==> src/rtl/bidir_bus_ctrl_if.sv <==
// ----------------------------------------------------------------------------
// bidir_bus_ctrl_if
//   Bundles the request handshakes and the buffer-array pins of the A-side
//   bus controller.
//
//   Signals
//     wr_valid / wr_data / wr_ready : write byte handshake (A->B)
//     rd_req / rd_valid / rd_data   : read request level and result pulse (B->A)
//     ce, sr                        : buffer-array chip enable and direction
//     bus_out, bus_oe, bus_in       : A-side tristate drive value, enable, sample
//
//   Modports
//     slave  : the controller (bidir_bus_ctrl)
//     master : the requester / top-level environment
// ----------------------------------------------------------------------------
interface bidir_bus_ctrl_if;
  logic       wr_valid;
  logic [7:0] wr_data;
  logic       wr_ready;
  logic       rd_req;
  logic       rd_valid;
  logic [7:0] rd_data;
  logic       ce;
  logic       sr;
  logic [7:0] bus_out;
  logic       bus_oe;
  logic [7:0] bus_in;

  modport slave (
    input  wr_valid, wr_data, rd_req, bus_in,
    output wr_ready, rd_valid, rd_data, ce, sr, bus_out, bus_oe
  );

  modport master (
    output wr_valid, wr_data, rd_req, bus_in,
    input  wr_ready, rd_valid, rd_data, ce, sr, bus_out, bus_oe
  );
endinterface

==> src/rtl/bidir_bus_ctrl.sv <==
// ----------------------------------------------------------------------------
// bidir_bus_ctrl
//   Sequencing controller for the A-side endpoint of an 8-bit bidirectional
//   buffer array. Moves single bytes across the shared bus, one transfer at a
//   time, and inserts TURN_CYC dead cycles (ce=0) whenever the direction flips
//   so the A-side and B-side drivers never overlap.
//
//   Parameters
//     TURN_CYC : turnaround cycles with ce=0 on a direction change (1..15)
//
//   Ports
//     clk  : clock, all state changes on the rising edge
//     rst  : asynchronous, active-high reset
//     bus  : bidir_bus_ctrl_if.slave (handshakes + buffer-array pins)
//
//   ce, sr and bus_oe are decoded from registers only. wr_ready is the one
//   output that depends on inputs: it is the IDLE-state grant of a write.
// ----------------------------------------------------------------------------
module bidir_bus_ctrl #(
  parameter int unsigned TURN_CYC = 1
) (
  input  logic             clk,
  input  logic             rst,
  bidir_bus_ctrl_if.slave  bus
);

  typedef enum logic [1:0] {
    IDLE   = 2'd0,
    TURN   = 2'd1,
    DRIVE  = 2'd2,
    SAMPLE = 2'd3
  } state_t;

  localparam logic [3:0] TURN_LOAD = TURN_CYC[3:0];

  state_t     state;
  logic       dir_sr;       // current buffer direction, 1 = A->B
  logic       last_wr;      // last granted op was a write
  logic [3:0] turn_cnt;
  logic [7:0] bus_out_q;
  logic [7:0] rd_data_q;
  logic       rd_valid_q;

  logic rd_eff;
  logic wr_sel;
  logic rd_sel;

  // A read request seen in the rd_valid cycle is the tail of the request that
  // just completed, not a new one.
  assign rd_eff = bus.rd_req & ~rd_valid_q;

  // Write wins unless a read is pending and the previous grant was a write,
  // which gives strict alternation under contention.
  assign wr_sel = (state == IDLE) & bus.wr_valid & (~rd_eff | ~last_wr);
  assign rd_sel = (state == IDLE) & ~wr_sel & rd_eff;

  // NOTE: wr_ready is combinational from the inputs, so it must be gated by the
  // asynchronous reset explicitly; the registers alone cannot force it low.
  assign bus.wr_ready = wr_sel & ~rst;

  // NOTE: all state lives in one always_ff with non-blocking assignments and an
  // asynchronous reset, so every register updates together on the edge.
  always_ff @(posedge clk or posedge rst) begin
    if (rst) begin
      state      <= IDLE;
      dir_sr     <= 1'b0;
      last_wr    <= 1'b0;
      turn_cnt   <= 4'd0;
      bus_out_q  <= 8'h00;
      rd_data_q  <= 8'h00;
      rd_valid_q <= 1'b0;
    end else begin
      rd_valid_q <= 1'b0;
      case (state)
        IDLE: begin
          if (wr_sel || rd_sel) begin
            last_wr <= wr_sel;
            if (wr_sel) begin
              bus_out_q <= bus.wr_data;
            end
            if (wr_sel == dir_sr) begin
              state <= wr_sel ? DRIVE : SAMPLE;
            end else begin
              // Direction flips only here, while ce is already low.
              dir_sr   <= wr_sel;
              turn_cnt <= TURN_LOAD;
              state    <= TURN;
            end
          end
        end
        TURN: begin
          turn_cnt <= turn_cnt - 4'd1;
          if (turn_cnt == 4'd1) begin
            state <= dir_sr ? DRIVE : SAMPLE;
          end
        end
        DRIVE: begin
          state <= IDLE;
        end
        SAMPLE: begin
          rd_data_q  <= bus.bus_in;
          rd_valid_q <= 1'b1;
          state      <= IDLE;
        end
        default: begin
          state <= IDLE;
        end
      endcase
    end
  end

  assign bus.ce       = (state == DRIVE) | (state == SAMPLE);
  assign bus.sr       = dir_sr;
  assign bus.bus_oe   = (state == DRIVE);
  assign bus.bus_out  = bus_out_q;
  assign bus.rd_data  = rd_data_q;
  assign bus.rd_valid = rd_valid_q;

endmodule

==> src/flat_wrapper.sv <==
// flat-port wrapper written by rule: the top's interface ports become plain ports
module bidir_bus_ctrl_flat 
#(
  parameter int unsigned TURN_CYC = 1
)
  (clk, rst, bus_wr_valid, bus_wr_data, bus_rd_req, bus_bus_in, bus_wr_ready, bus_rd_valid, bus_rd_data, bus_ce, bus_sr, bus_bus_out, bus_bus_oe);
  bidir_bus_ctrl_if bus_i ();
  input  logic clk;
  input  logic rst;
  input wire logic [$bits(bus_i.wr_valid)-1:0] bus_wr_valid;
  input wire logic [$bits(bus_i.wr_data)-1:0] bus_wr_data;
  input wire logic [$bits(bus_i.rd_req)-1:0] bus_rd_req;
  input wire logic [$bits(bus_i.bus_in)-1:0] bus_bus_in;
  output wire logic [$bits(bus_i.wr_ready)-1:0] bus_wr_ready;
  output wire logic [$bits(bus_i.rd_valid)-1:0] bus_rd_valid;
  output wire logic [$bits(bus_i.rd_data)-1:0] bus_rd_data;
  output wire logic [$bits(bus_i.ce)-1:0] bus_ce;
  output wire logic [$bits(bus_i.sr)-1:0] bus_sr;
  output wire logic [$bits(bus_i.bus_out)-1:0] bus_bus_out;
  output wire logic [$bits(bus_i.bus_oe)-1:0] bus_bus_oe;
  assign bus_i.wr_valid = bus_wr_valid;
  assign bus_i.wr_data = bus_wr_data;
  assign bus_i.rd_req = bus_rd_req;
  assign bus_i.bus_in = bus_bus_in;
  assign bus_wr_ready = bus_i.wr_ready;
  assign bus_rd_valid = bus_i.rd_valid;
  assign bus_rd_data = bus_i.rd_data;
  assign bus_ce = bus_i.ce;
  assign bus_sr = bus_i.sr;
  assign bus_bus_out = bus_i.bus_out;
  assign bus_bus_oe = bus_i.bus_oe;
  bidir_bus_ctrl #(.TURN_CYC(TURN_CYC)) u_core (.clk(clk), .rst(rst), .bus(bus_i));
endmodule
==> config.mk <==
export PLATFORM = sky130hd
export DESIGN_NAME = bidir_bus_ctrl_flat
export DESIGN_NICKNAME = d
export VERILOG_FILES = /design/src/rtl/bidir_bus_ctrl_if.sv /design/src/rtl/bidir_bus_ctrl.sv /design/src/flat_wrapper.sv
export SDC_FILE = /design/constraint.sdc
export NUM_CORES = 1
export LEC_CHECK = 0
export CORE_ASPECT_RATIO = 1.1
export CORE_UTILIZATION = 39
export CTS_CLUSTER_DIAMETER = 120
export DETAILED_ROUTE_END_ITERATION = 12
export GPL_ROUTABILITY_DRIVEN = 0
export PLACE_DENSITY = 0.71
export SYNTH_ARGS = -nofsm -noshare
export SYNTH_HDL_FRONTEND = slang
export SYNTH_SLANG_ARGS = --single-unit
==> constraint.sdc <==
create_clock -name clk -period 1.7 [get_ports clk]
set_input_delay 0.17 -clock clk [delete_from_list [all_inputs] [get_ports clk]]
set_output_delay 0.17 -clock clk [all_outputs]
set_load 0.02 [all_outputs]
==> flow_summary.yaml <==
synthesis:
  synth_seq_area_share_pct: 54.3
  avgSynthCellArea_um2: 13.2
  synth_area_leaders: "dfrtp_1, mux2_4, mux2_2"
  ys_ff_latch: 25
  ys.warnings.count: 0
  synth_cell_types: 29
  syn_inst: 87
  syn_nets: 110
  syn_area_mm2: 0.00115
  yosysTopAreaCellShare_pct: 54.3
  synth_top_area_cell: "dfrtp_1"
grt:
  antenna_found_initial: 0
  grt_overflow: 0
  grt_pass1_wl_um: 3900
  grt_pass1_vias: 880
  grt_usage_pct: 17.0
  grt_max_degree: 18
sta:
  finalHoldViolCount: 0
  setup_violations: 0
  finalClockSkew_ps: 0.767
  period_share_pct: 97.2
  period_minus_slack_ps: 1650
  rsz0062_at_grt: "true"
  worst_pin_slew_ps: 399
  max_freq_ghz: 0.605
  finalWorstSetupSlack_ps: 47.4
  slew_violations: 0
  slew_headroom_pct: 73.4
  fin_setup_tns_ps: 0
critical_path:
  cp-end-kind: "register"
  crit_start: "u_core.bus.rd_valid"
  required_ps: 1910
  arrival_ps: 1870
  r2r_end: "u_core.turn_cnt[2]"
  crit_type: "reg2reg"
  cp-start-kind: "register"
  crit_fanout: 4
  reg2reg_depth: 7
  reg2reg_from: "u_core.bus.rd_valid"
  endpoint: "u_core.turn_cnt[2]"
  r2r_setup_slack_ps: 50
cells_and_area:
  area_growth_syn_to_layout_pct: 47.8
  multi_input_area_um2: 499
  finish.net_count: 160
  drive_gt1_share_pct: 27.2
  num_antenna_cells: 0
  n_fill_cell: 232
  stdcell_count: 169
  final-seq-area_um2: 627
placed_design:
  place_ws_ps: -97.3
  dpl.hpwl_um: 1860
  numPortBuffers: 40
  dp_cells: 164
min_path:
  min_path_type: "in2async"
flow_run:
  max-cap-violations: 0
drt:
  dr.pass1.iters: 3
  drt-initial-drc-count: 14
  wl_per_cell_um: 13.7
  ant_nets: 0
  vias: 842
  routed_via_density: 4.98
  drc_errors: 0
  wirelength_um: 2320
clock_tree:
  cts_tree: "built"
  h-tree-depth: 1
  cts_sinks: 25
  cts_made_buffers: 3
  ctsRootBufferMaster: "clkbuf_4"
  clock_latency_ps: 310
  cts_buffer_depth: 2
  postCtsHoldBufs: 0
  clk_pin_slew_worst_paths_ps: 130
power:
  power.density_mw_per_mm2: 1770
  p_leak_nw: 0.793
  ir_drop_mv: 0.945
  total_power_mw: 3.02
outcome:
  status: "finished clean"
die:
  start_util_pct: 41.5
  die_h_um: 59.0
  io_pins: 41
  dieArea_mm2: 0.00318
  core_mm2: 0.00278
  chipWidth_um: 53.8
  rows: 20
-- registers in the layout (all words and copies together), names as in the netlist --
name                 cells
u_core.bus.bus_out       8
u_core.bus.rd_data       8
u_core.turn_cnt          4
u_core.state             2
u_core.bus.rd_valid      1
u_core.bus.sr            1
u_core.last_wr           1
-- per-layer routing --
layer	global-route usage, %	share of wire, %
met1	21.3	42
met2	27.5	52
met3	5.13	5.2
met4	5.64	1.2
met5	0	0
-- worst min-delay path by stage --
stage,from,end,slack [ps],cells after the start
2_1_floorplan,rst,u_core.bus.bus_out[0],200,1
3_3_place_gp,u_core.last_wr,u_core.last_wr,470,1
3_5_place_dp,u_core.last_wr,u_core.last_wr,480,1
4_1_cts,rst,u_core.bus.bus_out[0],150,2
5_1_grt,rst,u_core.bus.bus_out[0],170,2
6_report,rst,u_core.bus.bus_out[0],150,2
-- kinds of logic (layout without fill, tap and decap cells) --
| family | Yosys count | after routing | share of synthesized area, % |
|---|---|---|---|
| compound gates | 13 | 13 | 8.36 |
| fa+ha+maj | 3 | 3 | 3.26 |
| buf+inv | 11 | 60 | 5.21 |
| flops | 25 | 25 | 54.3 |
| mux | 18 | 18 | 19.7 |
| simple gates | 17 | 17 | 9.23 |
-- layout by cell type, fill, tap and decap left out, types with 2 or more instances in the layout --
cell type	instances
mux2_4	7
buf_4	8
ha_1	2
dfrtp_1	24
nor2_1	4
nor3b_1	2
inv_1	6
clkdlybuf4s50_1	37
nor2b_1	2
o21ai_0	3
mux2_2	9
nand2_1	3
clkbuf_4	3
mux2i_1	2
o2bb2ai_1	2
-- worst max-delay path, cell delays in order, from the launching register on --
cell	delay, ps
dfrtp_2	430
nand3b_1	190
nand3_2	140
inv_2	60
ha_4	260
o21ba_4	130
o31ai_4	80
a211o_1	260
-- stage by stage --
| stage | utilization (%) | cell area (um^2) | hold WS, ps |
|---|---|---|---|
| after CTS | 60.9 | 1690 | 152 |
| after floorplan | - | 1190 | 197 |
| after detailed placement | 60.0 | 1670 | 484 |
| final | 61.3 | 1700 | 151 |
| after global routing | 61.3 | 1700 | 168 |
| after global placement | 60.0 | 1670 | 473 |
-- cell type report --
cell class | instances | area share, %
multi-input combinational | 51 | 29.3
timing repair buffer | 49 | 28.3
inverter | 7 | 1.54
tap | 33 | 2.42
clock inverter | 1 | 0.294
clock buffer | 3 | 1.32
sequential | 25 | 36.8
-- power by group --
part           switching (mW)  internal (mW)
logic                   0.741          0.931
clock network           0.171         0.0880
registers               0.197          0.887
-- timing repair --
item                       4_1_cts  5_1_grt
hold endpoints to repair         0        0
gates resized for setup          2        2
pin swaps                        0        1
setup endpoints to repair        2        3
setup buffers                    0        1
-- cell usage after synthesis --
library cell	number
nor2b_1	2
inv_1	7
nor2_4	1
nand3_2	1
nand2_1	3
mux2_2	9
nor3_1	1
o21ai_0	3
mux2i_1	2
o21ba_2	1
buf_6	2
nand4bb_1	1
a21oi_1	1
a21bo_2	1
o21bai_1	1
ha_1	3
clkbuf_1	1
buf_4	1
a211oi_1	1
o211ai_1	1
nand3b_1	1
nor2_1	4
a211o_1	1
mux2_4	7
dfrtp_1	25
o2bb2ai_1	2
nor3b_1	2
or2b_1	1
o31ai_1	1
Power figures use the tool's default switching activity.
